File: src/rtl/branch_resolve_tracker.sv
// branch_resolve_tracker
//   Turns the predictor counter at IF into a taken decision, carries the
//   prediction through ID and EX, compares it with the EX outcome, flushes
//   ID/EX and redirects fetch on a mispredict, and emits one predictor-update
//   strobe per resolved branch.
//   Optional feature macro: BRT_PERF_CNT_EN (adds branch / mispredict counters).
//   Handshake: a branch in EX is resolved in any cycle where resolve_valid_ex=1;
//   update_en is a single-cycle strobe with no back-pressure, and a branch held
//   in EX by PL_stall is trained only once (update_done remembers it).
//   dbg_state exposes the FSM state (0=RUN, 1=RECOVER).
module branch_resolve_tracker #(
  parameter int JUMP_STATUS_COUNTER_WIDTH = 2
) (
  input  logic                                 clk,
  input  logic                                 rst_n,
  input  logic                                 PL_stall,
  input  logic                                 is_branch_if,
  input  logic [JUMP_STATUS_COUNTER_WIDTH-1:0] HP_count,
  input  logic [31:0]                          pc,
  input  logic                                 resolve_valid_ex,
  input  logic                                 actual_taken_ex,
  input  logic [31:0]                          target_ex,
  output logic                                 pred_taken_if,
  output logic                                 mispredict_ex,
  output logic [31:0]                          redirect_pc,
  output logic                                 update_en,
  output logic                                 update_taken,
  output logic [31:0]                          pc_ex,
`ifdef BRT_PERF_CNT_EN
  output logic [31:0]                          perf_branch_cnt,
  output logic [31:0]                          perf_mispredict_cnt,
`endif
  output logic                                 dbg_state
);

  typedef enum logic {
    ST_RUN     = 1'b0,
    ST_RECOVER = 1'b1
  } state_t;

  state_t      r_state;
  logic        r_id_valid;
  logic        r_id_pred;
  logic [31:0] r_id_pc;
  logic        r_ex_valid;
  logic        r_ex_pred;
  logic [31:0] r_ex_pc;
  logic        r_update_done;

  logic        w_run;
  logic        w_if_valid;
  logic        w_if_pred;
  logic        w_resolve;
  logic        w_mispredict;

  // IF slot: only real branches fetched on the correct path are tracked
  always_comb begin
    w_run        = (r_state == ST_RUN);
    w_if_valid   = is_branch_if & w_run;
    w_if_pred    = w_if_valid & HP_count[JUMP_STATUS_COUNTER_WIDTH-1];
    w_resolve    = r_ex_valid & resolve_valid_ex & ~r_update_done;
    w_mispredict = w_resolve & (actual_taken_ex != r_ex_pred);
  end

  // Outputs; combinational paths are forced to 0 while reset is asserted
  always_comb begin
    pred_taken_if = rst_n & w_if_pred;
    mispredict_ex = w_mispredict;
    update_en     = w_resolve;
    update_taken  = rst_n & actual_taken_ex;
    pc_ex         = r_ex_pc;
    redirect_pc   = 32'd0;
    if (rst_n) begin
      redirect_pc = actual_taken_ex ? target_ex : (r_ex_pc + 32'd4);
    end
    dbg_state     = r_state;
  end

  // ID/EX stage registers: advance when not stalled, flush overrides stall
  always_ff @(posedge clk or negedge rst_n) begin
    if (!rst_n) begin
      r_id_valid <= 1'b0;
      r_id_pred  <= 1'b0;
      r_id_pc    <= 32'd0;
      r_ex_valid <= 1'b0;
      r_ex_pred  <= 1'b0;
      r_ex_pc    <= 32'd0;
    end else begin
      if (!PL_stall) begin
        r_id_valid <= w_if_valid;
        r_id_pred  <= w_if_pred;
        r_id_pc    <= pc;
        r_ex_valid <= r_id_valid;
        r_ex_pred  <= r_id_pred;
        r_ex_pc    <= r_id_pc;
      end
      if (w_mispredict) begin
        r_id_valid <= 1'b0;
        r_ex_valid <= 1'b0;
      end
    end
  end

  // Remember that the branch held in EX has already trained the predictor
  always_ff @(posedge clk or negedge rst_n) begin
    if (!rst_n) begin
      r_update_done <= 1'b0;
    end else if (!PL_stall) begin
      r_update_done <= 1'b0;
    end else if (w_resolve) begin
      r_update_done <= 1'b1;
    end
  end

  // RUN/RECOVER: after a mispredict the fetch slot is wrong path until a non-stalled cycle
  always_ff @(posedge clk or negedge rst_n) begin
    if (!rst_n) begin
      r_state <= ST_RUN;
    end else begin
      case (r_state)
        ST_RUN:     if (w_mispredict) r_state <= ST_RECOVER;
        ST_RECOVER: if (!PL_stall)    r_state <= ST_RUN;
        default:                      r_state <= ST_RUN;
      endcase
    end
  end

`ifdef BRT_PERF_CNT_EN
  // Free-running event counters, wrapping at 2^32
  always_ff @(posedge clk or negedge rst_n) begin
    if (!rst_n) begin
      perf_branch_cnt     <= 32'd0;
      perf_mispredict_cnt <= 32'd0;
    end else begin
      if (w_resolve)    perf_branch_cnt     <= perf_branch_cnt + 32'd1;
      if (w_mispredict) perf_mispredict_cnt <= perf_mispredict_cnt + 32'd1;
    end
  end
`endif

endmodule

File: config.mk
export PLATFORM = sky130hd
export DESIGN_NAME = branch_resolve_tracker
export DESIGN_NICKNAME = d
export VERILOG_FILES = /design/src/rtl/branch_resolve_tracker.sv
export SDC_FILE = /design/constraint.sdc
export NUM_CORES = 1
export LEC_CHECK = 0
export ABC_AREA = 1
export CAP_MARGIN = 10
export CORE_ASPECT_RATIO = 1.1
export CORE_MARGIN = 5
export CORE_UTILIZATION = 49
export DETAILED_ROUTE_END_ITERATION = 8
export GPL_TIMING_DRIVEN = 0
export PLACE_DENSITY = 0.91
export SLEW_MARGIN = 20
export SYNTH_ARGS = -nofsm -noshare
export SYNTH_HDL_FRONTEND = slang
export SYNTH_SLANG_ARGS = --single-unit
File: constraint.sdc
create_clock -name clk -period 3.7 [get_ports clk]
set_input_delay 0.555 -clock clk [delete_from_list [all_inputs] [get_ports clk]]
set_output_delay 0.555 -clock clk [all_outputs]
set_load 0.005 [all_outputs]
== Yosys cells after proc, flatten, opt, wreduce, memory -nomap -nowiden ==
Cells that the tools add are included.

* Flip-flop bits (word level): 70
* Bits of input ports: 72
* Output and inout port bits: 69
* Logic and storage cells: 32

* Add/subtract/negate cells: 1
* Equal/unequal tests: 3
* Muxes and demuxes: 11
* Bitwise operators: 9

{| class="wikitable"
|+ Operators by type and width
! cell !! count
|-
| two-way mux 32 bit || 2
|-
| adder 32 x 3 -> 32 bit (second input constant) || 1
|-
| two-way mux 1 bit || 8
|-
| AND 1 bit || 7
|-
| inequality test 2 x 1 -> 1 bit (second input constant) || 2
|-
| inverter 1 bit || 2
|-
| case mux 1 bit (2 select lines) || 1
|-
| inequality test 1 bit || 1
|}

== Logic depth before layout (Yosys ltp) ==
* Depth in word-level cells: 5
* Depth in mapped cells: 10
* Mapped depth without buffers: 10

== Least setup slack after synthesis ==
Ideal clock, no wire load.

* Path type: flip-flop to output port
* From: register r_ex_pc[2], in the netlist pc_ex[2]
* To: output port redirect_pc[28]
* Arrival: 1,284 ps
* Data required time: 3,145 ps
* Slack: 1,861 ps
* Stages on the path, launching flop included: 11
* Path buffers: 0
* Path through: dfrtp_1 ha_1 nand2_1 nor2_2 nand2_1 nor2_1 nand2_1 nand2_1 nand3_1 nand2_1 inv_1

* Longest elaborated chain between the ends: 3

{| class="wikitable"
|+ RTL lines
! item !! line !! source
|-
| start: declaration || 47 || <nowiki>logic [31:0] r_ex_pc;</nowiki>
|-
| start signal: assignment || 95 || <nowiki>r_ex_pc <= r_id_pc;</nowiki>
|-
| adder 32 x 3 -> 32 bit || 74 || <nowiki>redirect_pc = actual_taken_ex ? target_ex : (r_ex_pc + 32'd4);</nowiki>
|-
| two-way mux 32 bit || 74 ||
|-
| two-way mux 32 bit || 73 || <nowiki>if (rst_n) begin</nowiki>
|-
| end: declaration || 25 || <nowiki>output logic [31:0] redirect_pc,</nowiki>
|}

Every way passes these cells.

== Worst setup path after layout ==
* From: input port actual_taken_ex
* To: output port redirect_pc[16]

* Longest elaborated chain between the ends: 2

{| class="wikitable"
|+ RTL lines
! item !! line !! source
|-
| start: declaration || 21 || <nowiki>input logic actual_taken_ex,</nowiki>
|-
| two-way mux 32 bit || 74 ||
|-
| two-way mux 32 bit || 73 ||
|}

Every way passes these cells.

==> metrics.md <==
| Metric | Value |
|---|---|
| TritonCTS clock tree | done |
| Antenna cells | 0 |
| Routed wire length | between 10 and 15 mm |
| Vias/cell | a little over 5 |
| RSZ-0062 raised after global routing | no |
| Outcome | finished clean |
| Post-CTS Resized | 0 |
| Power per cell area | about 380 nW/um^2 |
| Yosys warning total | 0 |
| Power share of the sequential group | 0.438 |
| Most frequent cells in the layout | nand2_1 (261), clkdlybuf4s50_1 (137), dfrtp_1 (70) |
| DR vias | around 4300 |
| Fin area | around 5600 sq um |
| Fin. Hold Viols | 0 |
| Syn Nets | about 640 |
| ANT nets after route | 0 |
| Switch share | 0.288 |
| PortBufs | ~140 |
| DR pass1 iterations | 5 |
| Peak supply drop | about 0.26 mV |
| Maximum clock path buffer count | 2 |
| CP peak stage delay | around 0.55 ns |
| Core area | 7780 sq um |
| Seq/Total Area, Yosys | 0.454 |
| Crit Path Max Fanout | 10 |
| Clock Latency Late Sink | 0.35 ns |
| Routability Congestion | a little under 0.9 |
| Commonest non-fill, non-tap cell in the layout | nand2_1 |
| Crit. End Element | output port |
| Row cnt | 34 |
| Final WS setup | roughly 0.40 ns |
| Cell Area, Placed | about 5400 sq um |
| Power share of the clock group | 0.337 |
| WP data arrival | around 2.8 ns |
| Reg clk slew, reported paths | about 0.080 ns |
| Worst setup SP type | input port |
| Worst setup path class | in2out |
| Worst-margin pin slew | a little over 0.6 ns |
| Overall routing resource usage | 0.275 |
| Normalized max-slew margin | 0.589 |
| Unique masters post-synth | 27 |
| Crit-path cells | clkdlybuf4s50_1, inv_1, nand2_1, inv_1, buf_2, o21ai_0, o21ai_0, clkdlybuf4s50_1 |
| Clk_skew | around 0.0044 ns |
| Final setup violation count | 0 |
| Die X | approximately 95 microns |
| Die ar. | roughly 9700 sq um |
| Mapped Avg Cell Area | 6.84 sq um |
| Vias in the first global route | between 4000 and 5000 |
| Slowest CP cell | clkdlybuf4s50_1 |
| Initial cell density of the core | 0.495 |
| Number of max-slew violations in the final report | 0 |
| Overflow after GRT | 0 |
| Syn-to-layout area delta | 45.8% |
| Number of max-cap violations | 0 |
| DR iter-0 viols | approximately 310 |
| #FFs+latches synth | 70 |
| CTS HTree Levels | 3 |
| Combinational share of power | 0.224 |
| Initial antenna violation count | 0 |
| Final Critical Period | 3.30 ns |
| Pre-CTS setup slack | between 0.4 and 0.5 ns |
| IO Pins | approximately 140 |
| DRC Markers | 0 |
| Clk sink count | 70 |
| First-pass GRT wire length | between 20 and 25 mm |
| Mapped Area | just under 4000 sq um |
| Pin count of the biggest net entering global routing | 44 |
| Clock buffer count from CTS | 9 |
| Syn Inst Count | between 500 and 600 |
| Clock root buffer | clkbuf_8 |
| WL/cell | about 16 microns |
| Hold Path Class | in2async |
| Cell Int Power | between 1.5 and 2 mW |
| CP required | 3.14 ns |
| Leak | roughly 2.7 nW |
| Crit share post-route | 0.892 |
| Hpwl dp | around 10 mm |
| Max Freq | between 300 and 400 MHz |
| Setup Buffers After CTS | 0 |
| Post-CTS Hold Fix Bufs | 0 |
| Die height | 103 microns |
| Layout cells sized above 1 | 0.0584 |
| Final design utilization | 0.722 |
| P_sw | about 0.6 mW |
| Final nets | just under 800 |
==> path summary, 6_finish.rpt <==
path / start / to / slack, ns / depth (start not counted)
setup / recovery: actual_taken_ex / redirect_pc[16] / 0.40 / 8
hold / removal: rst_n / pc_ex[18]$_DFFE_PN0N_ / 0.13 / 1
setup reg to reg: r_update_done$_DFFE_PN0P_ / r_ex_valid$_DFFE_PN0P_ / 2.76 / 4
hold reg to reg: r_id_pc[9]$_DFFE_PN0N_ / pc_ex[9]$_DFFE_PN0N_ / 0.48 / 2
max in group asynchronous: rst_n / r_id_pc[27]$_DFFE_PN0N_ / 3.00 / 2
min in group clk: r_id_pc[9]$_DFFE_PN0N_ / pc_ex[9]$_DFFE_PN0N_ / 0.48 / 2
==> cell families (layout without fill, tap and decap cells) <==
kind of cell | after synthesis | after routing | synth area share
AOI/OAI and AO/OA | 74 | 74 | 0.102
adders and majority gates | 1 | 1 | 0.00324
DFF | 70 | 70 | 0.454
buffers and inverters | 70 | 225 | 0.0710
and+or+nand+nor | 347 | 347 | 0.365
xor gates and xnor gates | 2 | 2 | 0.00454
==> synthesized netlist by cell type (all sizes together) <==
| library cell | number | area share |
|---|---|---|
| a31oi | 2 | 0.0032 |
| nand3 | 22 | 0.029 |
| o31ai | 1 | 0.0019 |
| o21ai | 54 | 0.070 |
| and2 | 5 | 0.0081 |
| or2 | 2 | 0.0032 |
| a22o | 3 | 0.0068 |
| xor2 | 1 | 0.0023 |
| inv | 47 | 0.046 |
| buf | 10 | 0.013 |
| xnor2 | 1 | 0.0023 |
| clkbuf | 12 | 0.012 |
| nand2 | 265 | 0.26 |
| nor2 | 53 | 0.063 |
| a32o | 1 | 0.0026 |
| ha | 1 | 0.0032 |
| dfrtp | 70 | 0.45 |
| clkinv | 1 | 0.00097 |
| o21a | 1 | 0.0019 |
| a21oi | 12 | 0.016 |
==> per-layer routing <==
metal / GRT usage / vias up / wire length, microns / part of all wire
met5: 0 / - / 0 / 0
met4: 0.111 / 0 / 413 / 0.032
met3: 0.0555 / 38 / 1030 / 0.080
met2: 0.483 / 181 / 6380 / 0.49
met1: 0.333 / 2005 / 5130 / 0.40
li1: - / 2046 / - / -
==> metrics by stage <==
| stage | cells | TNS, ns | power (mW) | hold slack [ns] |
|---|---|---|---|---|
| after floorplan | 564 | 0 | 1.10 | 0.259 |
| after global placement | 810 | -74.29 | 1.39 | 0.447 |
| after detailed placement | 811 | 0 | 1.41 | 0.460 |
| after CTS | 827 | 0 | 2.11 | 0.127 |
| after global routing | 827 | 0 | 2.20 | 0.151 |
| final | 827 | 0 | 2.11 | 0.125 |
==> layout make-up <==
cell class                 count  area (sq um)
buffer                        22          93.8
clock buffer                  10           138
clock inverter                 6          93.8
fill                         597          2160
inverter                      48           180
multi-input combinational    424          1830
sequential                    70          1750
tap                          108           135
timing repair buffer         139          1400
==> critical path, delay by kind of cell <==
family	cells	cell delay, ns
buffers and inverters	5	1.73
AOI/OAI and AO/OA	2	0.37
and+or+nand+nor	1	0.09
==> flip-flops by register name, summed over array words and instances (netlist names) <==
name,flops
r_id_pc,32
r_ex_pred,1
r_id_pred,1
r_id_valid,1
r_update_done,1
dbg_state,1
r_ex_valid,1
pc_ex,32
==> power groups by stage <==
stage | logic (mW) | clock network [mW] | registers, mW
floorplan | 0.178 | 0 | 0.918
global placement | 0.457 | 0 | 0.933
detailed placement | 0.472 | 0 | 0.936
CTS | 0.476 | 0.716 | 0.922
global route | 0.523 | 0.746 | 0.935
finish | 0.473 | 0.712 | 0.925
Note: power is estimated with default switching activity, not from simulation.
